<file path="src/rtl/snake_dir_reader.sv">
// Pops one-hot direction commands from the key queue and commits at most one per game tick.
// Latency: empty queue -> step_done 1 cycle after tick; first entry accepted -> 3 cycles; +2 per skipped entry.
// Backpressure: one outstanding pop at a time, never pops an empty queue; ticks arriving while busy are ignored.
module snake_dir_reader #(
   parameter int unsigned DATA_WIDTH = 4,
   parameter int unsigned MAX_SKIP   = 3,
   parameter logic [3:0]  INIT_DIR   = 4'b1000
) (
   input  logic                  Clk,
   input  logic                  Reset_n,
   input  logic                  tick,
   input  logic                  fifo_empty,
   input  logic [DATA_WIDTH-1:0] fifo_read_data,
   output logic                  fifo_read_en,
   output logic [3:0]            dir,
   output logic                  step_done,
   output logic                  busy,
   output logic [7:0]            drop_count
);

   // IDLE waits for a tick, POP issues the read, WAIT consumes the registered read data.
   typedef enum logic [1:0] {
      IDLE = 2'd0,
      POP  = 2'd1,
      WAIT = 2'd2
   } state_t;

   localparam logic [2:0] MAX_SKIP_C = 3'(MAX_SKIP);

   state_t     state_q, state_d;
   logic [2:0] attempt_q, attempt_d;
   logic [3:0] dir_q, dir_d;
   logic       step_done_q, step_done_d;
   logic [7:0] drop_q, drop_d;

   // Only the low nibble carries a direction; wider entries are truncated here.
   logic [3:0] entry;
   logic       entry_onehot;
   logic [3:0] opposite_dir;
   logic       entry_accept;
   logic [2:0] attempt_next;

   assign entry        = fifo_read_data[3:0];
   assign entry_onehot = (entry != 4'd0) && ((entry & (entry - 4'd1)) == 4'd0);
   // Up/down live in bits [1:0], left/right in bits [3:2]; swapping within each pair gives the reversal.
   assign opposite_dir = {dir_q[2], dir_q[3], dir_q[0], dir_q[1]};
   assign entry_accept = entry_onehot && (entry != opposite_dir);
   assign attempt_next = attempt_q + 3'd1;

   // State and datapath registers; reset discards any in-flight pop without signalling completion.
   always_ff @(posedge Clk or negedge Reset_n) begin
      if (!Reset_n) begin
         state_q     <= IDLE;
         attempt_q   <= 3'd0;
         dir_q       <= INIT_DIR;
         step_done_q <= 1'b0;
         drop_q      <= 8'd0;
      end else begin
         state_q     <= state_d;
         attempt_q   <= attempt_d;
         dir_q       <= dir_d;
         step_done_q <= step_done_d;
         drop_q      <= drop_d;
      end
   end

   // Next-state, direction commit, drop counting and step completion.
   always_comb begin
      state_d     = state_q;
      attempt_d   = attempt_q;
      dir_d       = dir_q;
      step_done_d = 1'b0;
      drop_d      = drop_q;

      case (state_q)
         IDLE: begin
            if (tick) begin
               if (fifo_empty) begin
                  // Nothing queued: the step resolves immediately with the old direction.
                  step_done_d = 1'b1;
               end else begin
                  attempt_d = 3'd0;
                  state_d   = POP;
               end
            end
         end

         POP: begin
            state_d = WAIT;
         end

         WAIT: begin
            attempt_d = attempt_next;
            if (entry_accept) begin
               dir_d       = entry;
               step_done_d = 1'b1;
               state_d     = IDLE;
            end else begin
               if (drop_q != 8'hFF) begin
                  drop_d = drop_q + 8'd1;
               end
               // fifo_empty here already reflects the pop just completed.
               if ((attempt_next < MAX_SKIP_C) && !fifo_empty) begin
                  state_d = POP;
               end else begin
                  step_done_d = 1'b1;
                  state_d     = IDLE;
               end
            end
         end

         default: begin
            state_d = IDLE;
         end
      endcase
   end

   assign fifo_read_en = (state_q == POP);
   assign busy         = (state_q != IDLE);
   assign dir          = dir_q;
   assign step_done    = step_done_q;
   assign drop_count   = drop_q;

endmodule

</file>
<file path="config.mk">
export PLATFORM = sky130hd
export DESIGN_NAME = snake_dir_reader
export DESIGN_NICKNAME = d
export VERILOG_FILES = /design/src/rtl/snake_dir_reader.sv
export SDC_FILE = /design/constraint.sdc
export NUM_CORES = 1
export LEC_CHECK = 0
export BUFFER_PORTS_ARGS = -buffer_cell sky130_fd_sc_hd__buf_2
export CORE_MARGIN = 2
export CORE_UTILIZATION = 55
export DETAILED_ROUTE_END_ITERATION = 8
export PLACE_DENSITY = 0.86
export SYNTH_ARGS = -nofsm -noshare
export SYNTH_HDL_FRONTEND = slang
export SYNTH_SLANG_ARGS = --single-unit
</file>
<file path="constraint.sdc">
create_clock -name Clk -period 2.6 [get_ports Clk]
set_input_delay 0.39 -clock Clk [delete_from_list [all_inputs] [get_ports Clk]]
set_output_delay 0.39 -clock Clk [all_outputs]
set_load 0.02 [all_outputs]
</file>
==> results.yml, run 1 <==
status:
  status: "complete, no violations"
clock_network:
  numCtsBuffers: 3
  ctsResizeCount: 0
  cts-root-buf: "clkbuf_4"
  cts_sinks: 18
  clock_path_buffers: 2
  cts_tree: "done"
  clk_pin_slew_ps: 110
  worstSkewPairLatency_ps: 290
  postCtsHoldBufs: 0
  cts_max_level: 1
  cts_setup_buffers: 0
synthesis:
  synth.cell_area_um2: 951
  synth-xor-area-share_pct: 12.0
  syn_nets: 89
  ys_warn_count: 0
  synth_fa_ha_area_share_pct: 2.63
  ys_ff_latch: 18
  synth-simple-area-share_pct: 16.2
  synth.mux.area_fraction_pct: 7.50
  synth_cells: 79
  avgSynthCellArea_um2: 12.0
  synth_compound_area_share_pct: 13.3
  synth_top_family_by_area: "simple AND/OR/NAND/NOR gates"
  yosysSeqAreaShare_pct: 47.5
  yosysUniqueCellTypes: 31
final_layout:
  final_common_cell: "buf_2"
  syn_to_final_growth_pct: 16.1
  nFillCells: 149
  multi_input_area_um2: 490
  postLayoutCellArea_um2: 1100
  finalNetCount: 115
  diodes: 0
  most-common-layout-cells: "22 x buf_2, 17 x dfrtp_1, 7 x xnor2_1, 6 x xor2_1, 5 x mux2_2"
  final_layout_size_suffix_gt1_share_pct: 35.6
  seq_area_um2: 452
pwr:
  peakVddDrop_v: 0.000657
  p_leak_uw: 0.000519
  p_per_area_nw_per_um2: 961
route:
  via_per_inst: 5.69
  finalWirelength_um: 1710
  dr.first_iter.drc_count: 4
  drtAntennaViolNets: 0
  firstDrtPassIters: 4
  avgRoutedWirePerCell_um: 14.1
  drc: 0
  vias: 688
grt:
  grt_overflow: 0
  grt_pass1_vias: 603
  grtUsageTotal_pct: 18.7
  grt_pass1_wl_um: 2770
  grt_start_max_net_pins: 19
  antenna_found_initial: 0
sta:
  fin_ws_ps: 858
  skew_ps: 14.6
  finalMaxSlewViolations: 0
  layout_worst_path_cycle_share_pct: 67.0
  tns_ps: 0
  hold_viol_final: 0
  min_period_ps: 1740
  max_slew.worst_pin.slew_ps: 711
  timing.fmax_mhz: 574
  rsz0062_at_grt: "no"
  setup_violations: 0
  max_slew_margin_pct: 52.5
worst_setup_path:
  slowest_stage: "dfrtp_1"
  crit_chain: "ha_1, and3_1, a21oi_1, o21ai_2, mux2_4"
  crit_fanout: 4
  critPathLaunchType: "register"
  worstPathRequired_ps: 2790
  reg2reg_from: "drop_count[0]"
  slowest_delay_ps: 430
  rrSetupSlack_ps: 860
  ff2ff_path_depth: 5
  end_kind: "register"
  arrival_ps: 1930
  worstSetupPathType: "register to register"
  reg2reg_to: "drop_count[1]"
job:
  max_cap_violations: 0
placed_design:
  dp_slack_ps: 680
  dpl_cell_area_um2: 1080
  hpwl_um: 1320
  io_buffers: 22
  gp_congestion: 0.817
floorplan:
  pin_count: 23
  die_h_um: 45.6
  num_rows: 15
  die_x_um: 45.6
  initial_utilization_pct: 56.9
  dieArea_um2: 2080
  coreArea_um2: 1670
min_path:
  worst_hold_path_type: "primary input to asynchronous set/reset pin"
-- worst max-delay path by stage --
stage	startpoint	to	slack, ps	cells past startpoint
2_1_floorplan	dir[0]	drop_count[1]	860	4
3_3_place_gp	fifo_read_data[1]	drop_count[1]	740	5
3_5_place_dp	fifo_read_data[3]	drop_count[1]	680	5
4_1_cts	dir[0]	drop_count[1]	840	4
5_1_grt	dir[0]	drop_count[1]	750	4
6_report	drop_count[0]	drop_count[1]	860	5
-- sequential cells by signal, summed over array words and instances, names as in the netlist --
register,flops
attempt_q,3
state_q,2
step_done,1
drop_count,8
dir,4
-- where the power goes --
part,switching (µW),internal [µW]
sequential,92.4,376
combinational,259,192
clock,82.2,59.4
total,433,627
-- metrics by stage --
step | utilization, % | hold WS [ps] | cells | total power, µW
2_1_floorplan | - | 94.4 | 79 | 791
3_3_place_gp | 64.5 | 337 | 117 | 916
3_5_place_dp | 64.5 | 337 | 117 | 931
4_1_cts | 66.1 | 18.2 | 121 | 1070
5_1_grt | 66.1 | 29.6 | 121 | 1140
6_report | 66.1 | 6.04 | 121 | 1060
-- area by class of cell --
type / instances / share of cell area, %
inverter: 1 / 0.340
multi-input combinational: 59 / 44.4
sequential: 18 / 40.9
clock buffer: 4 / 2.38
tap: 17 / 1.93
timing repair buffer: 22 / 9.98
-- worst max-delay path, delay by kind of cell (launching register included) --
kind	cells	cell delay, ps
compound gates	2	460
fa+ha+maj	1	220
flops	1	430
mux	1	320
simple gates	1	210
-- Yosys cell counts --
cell        n  area, µm²
a211oi_1    1       7.51
a211oi_2    1       12.5
a21oi_1     2       10.0
a22o_1      1       8.76
a32o_1      1       10.0
and3_1      2       12.5
and4_1      2       17.5
buf_2       1       5.00
dfrtp_1    17        425
dfstp_2     1       26.3
ha_1        2       25.0
inv_1       1       3.75
mux2_2      5       56.3
mux2_4      1       15.0
nand2_1     1       3.75
nand2b_1    1       6.26
nand3_1     1       5.00
nor2_1      4       15.0
nor2b_1     3       18.8
nor3_1      1       5.00
nor3_4      1       16.3
nor4_4      1       21.3
nor4b_1     3       26.3
o2111ai_1   1       8.76
o211ai_1    4       30.0
o21a_1      2       15.0
o21ai_0     3       15.0
o21ai_2     1       8.76
or2_2       1       6.26
xnor2_1     7       61.3
xor2_1      6       52.6
-- layer usage --
metal  global-route usage [%]  vias to the layer above  part of all wire (%)
met5                        0                        -                     0
met4                     5.29                        0                   1.3
met3                     3.57                        2                   3.5
met2                     31.3                       13                    50
met1                     24.4                      329                    45
li1                         -                      344                     -
-- kinds of logic (layout without fill, tap and decap cells) --
kind of cell / Yosys count / after routing
flops: 18 / 18
simple gates: 21 / 21
compound gates: 17 / 17
mux: 6 / 6
buf+inv: 2 / 27
fa+ha+maj: 2 / 2
xor+xnor: 13 / 13
No activity file was read; power rests on OpenSTA's default activity.
==> inputs of run 2 (changes only) <==
--- a/config.mk
+++ b/config.mk
@@ -5,11 +5,12 @@
 export SDC_FILE = /design/constraint.sdc
 export NUM_CORES = 1
 export LEC_CHECK = 0
+export ABC_AREA = 1
 export BUFFER_PORTS_ARGS = -buffer_cell sky130_fd_sc_hd__buf_2
 export CORE_MARGIN = 2
-export CORE_UTILIZATION = 55
+export CORE_UTILIZATION = 47
 export DETAILED_ROUTE_END_ITERATION = 8
-export PLACE_DENSITY = 0.86
+export PLACE_DENSITY = 0.78
 export SYNTH_ARGS = -nofsm -noshare
 export SYNTH_HDL_FRONTEND = slang
 export SYNTH_SLANG_ARGS = --single-unit
==> constraint.sdc (replaced) <==
create_clock -name Clk -period 1.5 [get_ports Clk]
set_input_delay 0.225 -clock Clk [delete_from_list [all_inputs] [get_ports Clk]]
set_output_delay 0.225 -clock Clk [all_outputs]
set_load 0.02 [all_outputs]
==> results.yml, run 2 <==
status:
  status: "complete, no violations"
synthesis:
  syn_nets: 146
  ys_warn_count: 0
  netlist.area_leader.share_pct: 41.1
  async_flop_share_pct: 100
  ys_ff_latch: 18
  yosysUniqueCellTypes: 21
  synth.cell_area_um2: 1030
  synthTopCellsByArea: "dfrtp_1 41%, nand2_1 18%, nand3_1 5.8%, inv_1 5.1%, nor2_1 4.7%"
  avgSynthCellArea_um2: 7.61
  synth_common_cells: "49 x nand2_1, 17 x dfrtp_1, 14 x inv_1"
  yosysSeqAreaShare_pct: 43.7
  synth_top_cell_by_area: "dfrtp_1"
  yosys_most_used_dff: "dfrtp_1"
  synth_cells: 136
  synth_edf_count: 0
  post-synth-top-count-cell: "nand2_1"
floorplan:
  coreArea_um2: 2020
  dieArea_um2: 2590
  pin_count: 23
  initial_utilization_pct: 51.2
  die_h_um: 50.9
  num_rows: 16
  die_x_um: 50.9
final_layout:
  postLayoutCellArea_um2: 1290
  multi_input_area_um2: 522
  stdcell_count: 198
  final_common_cell: "nand2_1"
  final_layout_size_suffix_gt1_share_pct: 28.7
  seq_area_um2: 452
  diodes: 0
  syn_to_final_growth_pct: 24.4
  nFillCells: 178
  largest_register_ff_count: 8
  most-common-layout-cells: "49 x nand2_1, 22 x buf_2, 17 x dfrtp_1, 14 x inv_1"
  finalNetCount: 182
sta:
  skew_ps: 1.23
  hold_ws_ps: 187
  max_slew.worst_pin.slew_ps: 402
  setup_violations: 0
  hold_viol_final: 0
  layout_worst_path_cycle_share_pct: 93.4
  max_slew_margin_pct: 73.2
  timing.fmax_mhz: 714
  finalMaxSlewViolations: 0
  min_period_ps: 1400
route:
  firstDrtPassIters: 4
  drtAntennaViolNets: 0
  via_per_inst: 4.90
  vias: 970
  drc: 0
  finalWirelength_um: 2090
  dr.first_iter.drc_count: 18
  avgRoutedWirePerCell_um: 10.6
grt:
  met2_usage_pct: 31.0
  use_met3_pct: 2.63
  grtUsageTotal_pct: 18.1
  grt_pass1_vias: 896
  antenna_found_initial: 0
  grt_start_max_net_pins: 19
  met1_usage_pct: 22.5
  grt_overflow: 0
  top_usage_layer: "met2"
  grt_pass1_wl_um: 3640
min_path:
  min_delay_path_depth: 3
  worst_hold_path_type: "primary input to register"
worst_setup_path:
  critPathLaunchType: "register"
  cpMostUsedCell: "nand3_1"
  ff2ff_path_depth: 7
  critPathTopFamily: "simple AND/OR/NAND/NOR gates"
  path_buf_inv: 1
  crit_chain: "ha_1, nand3_1, nor2_2, a21oi_4, buf_4, nand3_1, nand2_1"
  worstPathRequired_ps: 1690
  cp.depth: 7
  arrival_ps: 1590
  slowest_stage: "dfrtp_1"
  end_kind: "register"
  rrSetupSlack_ps: 100
  crit_fanout: 4
  slowest_delay_ps: 390
  worstSetupPathType: "register to register"
clock_network:
  worstSkewPairLatency_ps: 290
  cts_max_level: 1
  cts_tree: "done"
  clk_pin_slew_ps: 100
  cts_sinks: 18
  clock_path_buffers: 2
  cts-root-buf: "clkbuf_4"
  numCtsBuffers: 3
placed_design:
  gp_congestion: 0.783
  hpwl_um: 1550
  io_buffers: 22
  dp_cells: 188
  dpl_cell_area_um2: 1200
pwr:
  peakVddDrop_v: 0.00110
  pwr-share-comb_pct: 49.9
  p_int_uw: 1240
  p_leak_uw: 0.000735
  p_clk_share_pct: 13.5
  p_per_area_nw_per_um2: 1720
  switching_power_uw: 969
  switching_share_pct: 43.9
  finalPower_uw: 2210
  pwr-share-seq_pct: 36.6
job:
  max_cap_violations: 0
==> run 2: cell types whose count changed in the layout (fill, tap and decap cells not counted), sizes merged, moves of 4 or more <==
cell / delta
buf: +8
inv: +16
mux2: -6
nand2: +53
nand3: +12
nor2: +10
o211ai: -4
xnor2: -6
==> run 2: cell type report <==
type | count | share of cell area, %
Tap cell | 27 | 2.62
Timing Repair Buffer | 31 | 14.0
Sequential cell | 18 | 35.1
Multi-Input combinational cell | 101 | 40.5
Clock buffer | 4 | 2.82
Inverter | 17 | 4.96
==> run 2: logic make-up (layout without fill, tap and decap cells) <==
logic type / count (synthesis) / count (layout) / share of synthesized area [%]
AOI/OAI and AO/OA: 11 / 11 / 8.22
xor gates and xnor gates: 5 / 5 / 4.23
adders and majority gates: 2 / 2 / 2.42
buffers and inverters: 17 / 52 / 6.17
DFF: 18 / 18 / 43.7
and+or+nand+nor: 83 / 83 / 35.3
==> run 2: layer usage <==
layer / vias to the layer above / part of all wire, %
li1: 493 / -
met1: 459 / 44
met2: 16 / 51
met3: 2 / 3.5
met4: 0 / 0.62
met5: - / 0
==> run 2: timing repair <==
| item | in CTS | in global routing |
|---|---|---|
| hold endpoints to repair | 17 | 0 |
| hold buffers | 1 | 0 |
| buffers inserted | 0 | 5 |
| gates resized for setup | 0 | 1 |
| endpoints found under the setup margin | 0 | 8 |
==> run 2: path summary, 6_finish.rpt <==
kind / start / to
worst max-delay path: drop_count[1] / drop_count[7]
worst min-delay path: tick / step_done
worst max register to register: drop_count[1] / drop_count[7]
worst min register to register: attempt_q[1] / attempt_q[1]
max in group asynchronous: Reset_n / dir[3]
min in group asynchronous: Reset_n / drop_count[4]
==> run 2: power groups by stage <==
stage | Clock, µW | Sequential (µW) | Combinational (µW)
finish | 298 | 809 | 1100
global route | 326 | 837 | 1240
CTS | 303 | 812 | 1050
detailed placement | 0 | 820 | 1040
global placement | 0 | 810 | 1010
floorplan | 0 | 938 | 580
==> run 2: stage by stage <==
step | utilization, % | setup TNS [ps] | setup slack [ps]
floorplan | - | 0 | 24.7
global placement | 59.4 | 0 | 150
detailed placement | 59.4 | 0 | 63.4
CTS | 61.7 | 0 | 48.0
global route | 63.7 | -8.40 | -8.40
finish | 63.7 | 0 | 99.0
==> run 2: tightest hold or removal path: cells and delay by family <==
family / cells / cell delay [ps]
buffers and inverters: 1 / 90
AND/OR/NAND/NOR: 2 / 140
==> inputs of run 3 (changes only) <==
--- a/config.mk
+++ b/config.mk
@@ -8,9 +8,9 @@
 export ABC_AREA = 1
 export BUFFER_PORTS_ARGS = -buffer_cell sky130_fd_sc_hd__buf_2
 export CORE_MARGIN = 2
-export CORE_UTILIZATION = 47
+export CORE_UTILIZATION = 56
 export DETAILED_ROUTE_END_ITERATION = 8
-export PLACE_DENSITY = 0.78
+export PLACE_DENSITY = 0.86
 export SYNTH_ARGS = -nofsm -noshare
 export SYNTH_HDL_FRONTEND = slang
 export SYNTH_SLANG_ARGS = --single-unit
==> constraint.sdc (replaced) <==
create_clock -name Clk -period 1.7 [get_ports Clk]
set_input_delay 0.255 -clock Clk [delete_from_list [all_inputs] [get_ports Clk]]
set_output_delay 0.255 -clock Clk [all_outputs]
set_load 0.02 [all_outputs]
==> results.yml, run 3 (same netlist as run 2, synthesis figures left out) <==
status:
  status: "complete, no violations"
worst_setup_path:
  worstSetupPathType: "register to register"
  reg2reg_from: "drop_count[0]"
  crit_fanout: 9
  startpoint: "drop_count[0]"
  critPathLaunchType: "register"
  ff2ff_path_depth: 7
  end_kind: "register"
  arrival_ps: 1700
  worstPathRequired_ps: 1890
floorplan:
  initial_utilization_pct: 59.9
  die_x_um: 47.0
  num_rows: 15
  die_h_um: 47.0
  pin_count: 23
  coreArea_um2: 1730
  dieArea_um2: 2210
pwr:
  p_per_area_nw_per_um2: 1510
  peakVddDrop_v: 0.00116
  p_leak_uw: 0.000696
final_layout:
  nFillCells: 140
  diodes: 0
  syn_to_final_growth_pct: 18.1
  finalNetCount: 174
  postLayoutCellArea_um2: 1220
  final_common_cell: "nand2_1"
  most-common-layout-cells: "49 x nand2_1, 22 x buf_2, 17 x dfrtp_1, 14 x inv_1, 13 x nor2_1"
  largest_register_ff_count: 8
  final_layout_size_suffix_gt1_share_pct: 24.5
sta:
  skew_ps: 1.62
  setup_violations: 0
  timing.fmax_mhz: 666
  rsz0062_at_grt: "no"
  layout_worst_path_cycle_share_pct: 88.3
  max_slew_margin_pct: 73.6
  finalMaxSlewViolations: 0
  tns_ps: 0
  hold_viol_final: 0
  max_slew.worst_pin.slew_ps: 396
  min_period_ps: 1500
grt:
  antenna_found_initial: 0
  grt_pass1_wl_um: 3280
  grtUsageTotal_pct: 21.2
  grt_overflow: 0
  grt_start_max_net_pins: 19
  grt_pass1_vias: 821
route:
  drtAntennaViolNets: 0
  avgRoutedWirePerCell_um: 10.4
  firstDrtPassIters: 4
  finalWirelength_um: 1960
  via_per_inst: 4.90
  vias: 921
  dr_wl_met2_um: 979
  m1WireLength_um: 863
  met3_length_um: 87
  routed.top_layer: "met4"
  dr.first_iter.drc_count: 13
  drc: 0
min_path:
  min_delay_path_depth: 3
  worst_hold_path_type: "primary input to register"
  hp-start: "tick"
job:
  max_cap_violations: 0
clock_network:
  worstSkewPairLatency_ps: 290
  cts_tree: "done"
  numCtsBuffers: 3
  clk_pin_slew_ps: 100
  cts-root-buf: "clkbuf_4"
  clock_path_buffers: 2
  cts_max_level: 1
  cts_sinks: 18
  cts_setup_buffers: 0
placed_design:
  hpwl_um: 1520
  io_buffers: 22
  gp_congestion: 0.816
  dpl_cell_area_um2: 1180
run 3: cell count changes in the layout (fill, tap and decap cells not counted):
cell and change:
buf_4 -8, nor2_1 +1, nor2_2 -1
run 3: final cells by class:
type                       count  area, µm²  area share [%]
multi-input combinational    101        519            42.5
sequential                    18        452            36.9
tap                           25       31.3            2.56
clock buffer                   4       36.3            2.97
timing repair buffer          23        120            9.83
inverter                      17       63.8            5.22
run 3: worst max-delay path: stages, from the launching register on:
cell	delay [ps]
dfrtp_1	430
ha_1	230
nand3_1	130
nor2_1	80
a21oi_4	270
nand2_4	120
nand2_1	80
nand2_1	50
run 3: through the flow:
step                setup WS [ps]  power [µW]  hold slack (ps)  cells  utilization (%)
floorplan                     225        1340            -40.6    136                -
global placement              254        1550              199    183             68.1
detailed placement            207        1580              204    183             68.1
CTS                           201        1850              205    188             70.8
global route                 64.7        2000              219    188             70.8
finish                        199        1840              206    188             70.8
run 3: where the power goes:
| part | internal [µW] | switching, µW |
|---|---|---|
| logic | 300 | 556 |
| registers | 585 | 136 |
| clock network | 131 | 136 |
| total | 1020 | 829 |
run 3: worst paths after layout:
kind / to / slack (ps)
max: drop_count[6] / 200
min: step_done / 210
max reg2reg: drop_count[6] / 200
min reg2reg: dir[3] / 500
max in group asynchronous: dir[3] / 980
min in group asynchronous: drop_count[3] / 400
run 3: timing repair:
item	4_1_cts	5_1_grt
endpoints found under the hold margin	17	0
resized for setup	0	0
hold buffers	1	0
run 3: metal layers:
metal  vias up  global-route usage, %
li1        482                      -
met1       411                   24.3
met2        24                   38.1
met3         4                   3.46
met4         0                   10.0
met5         -                      0
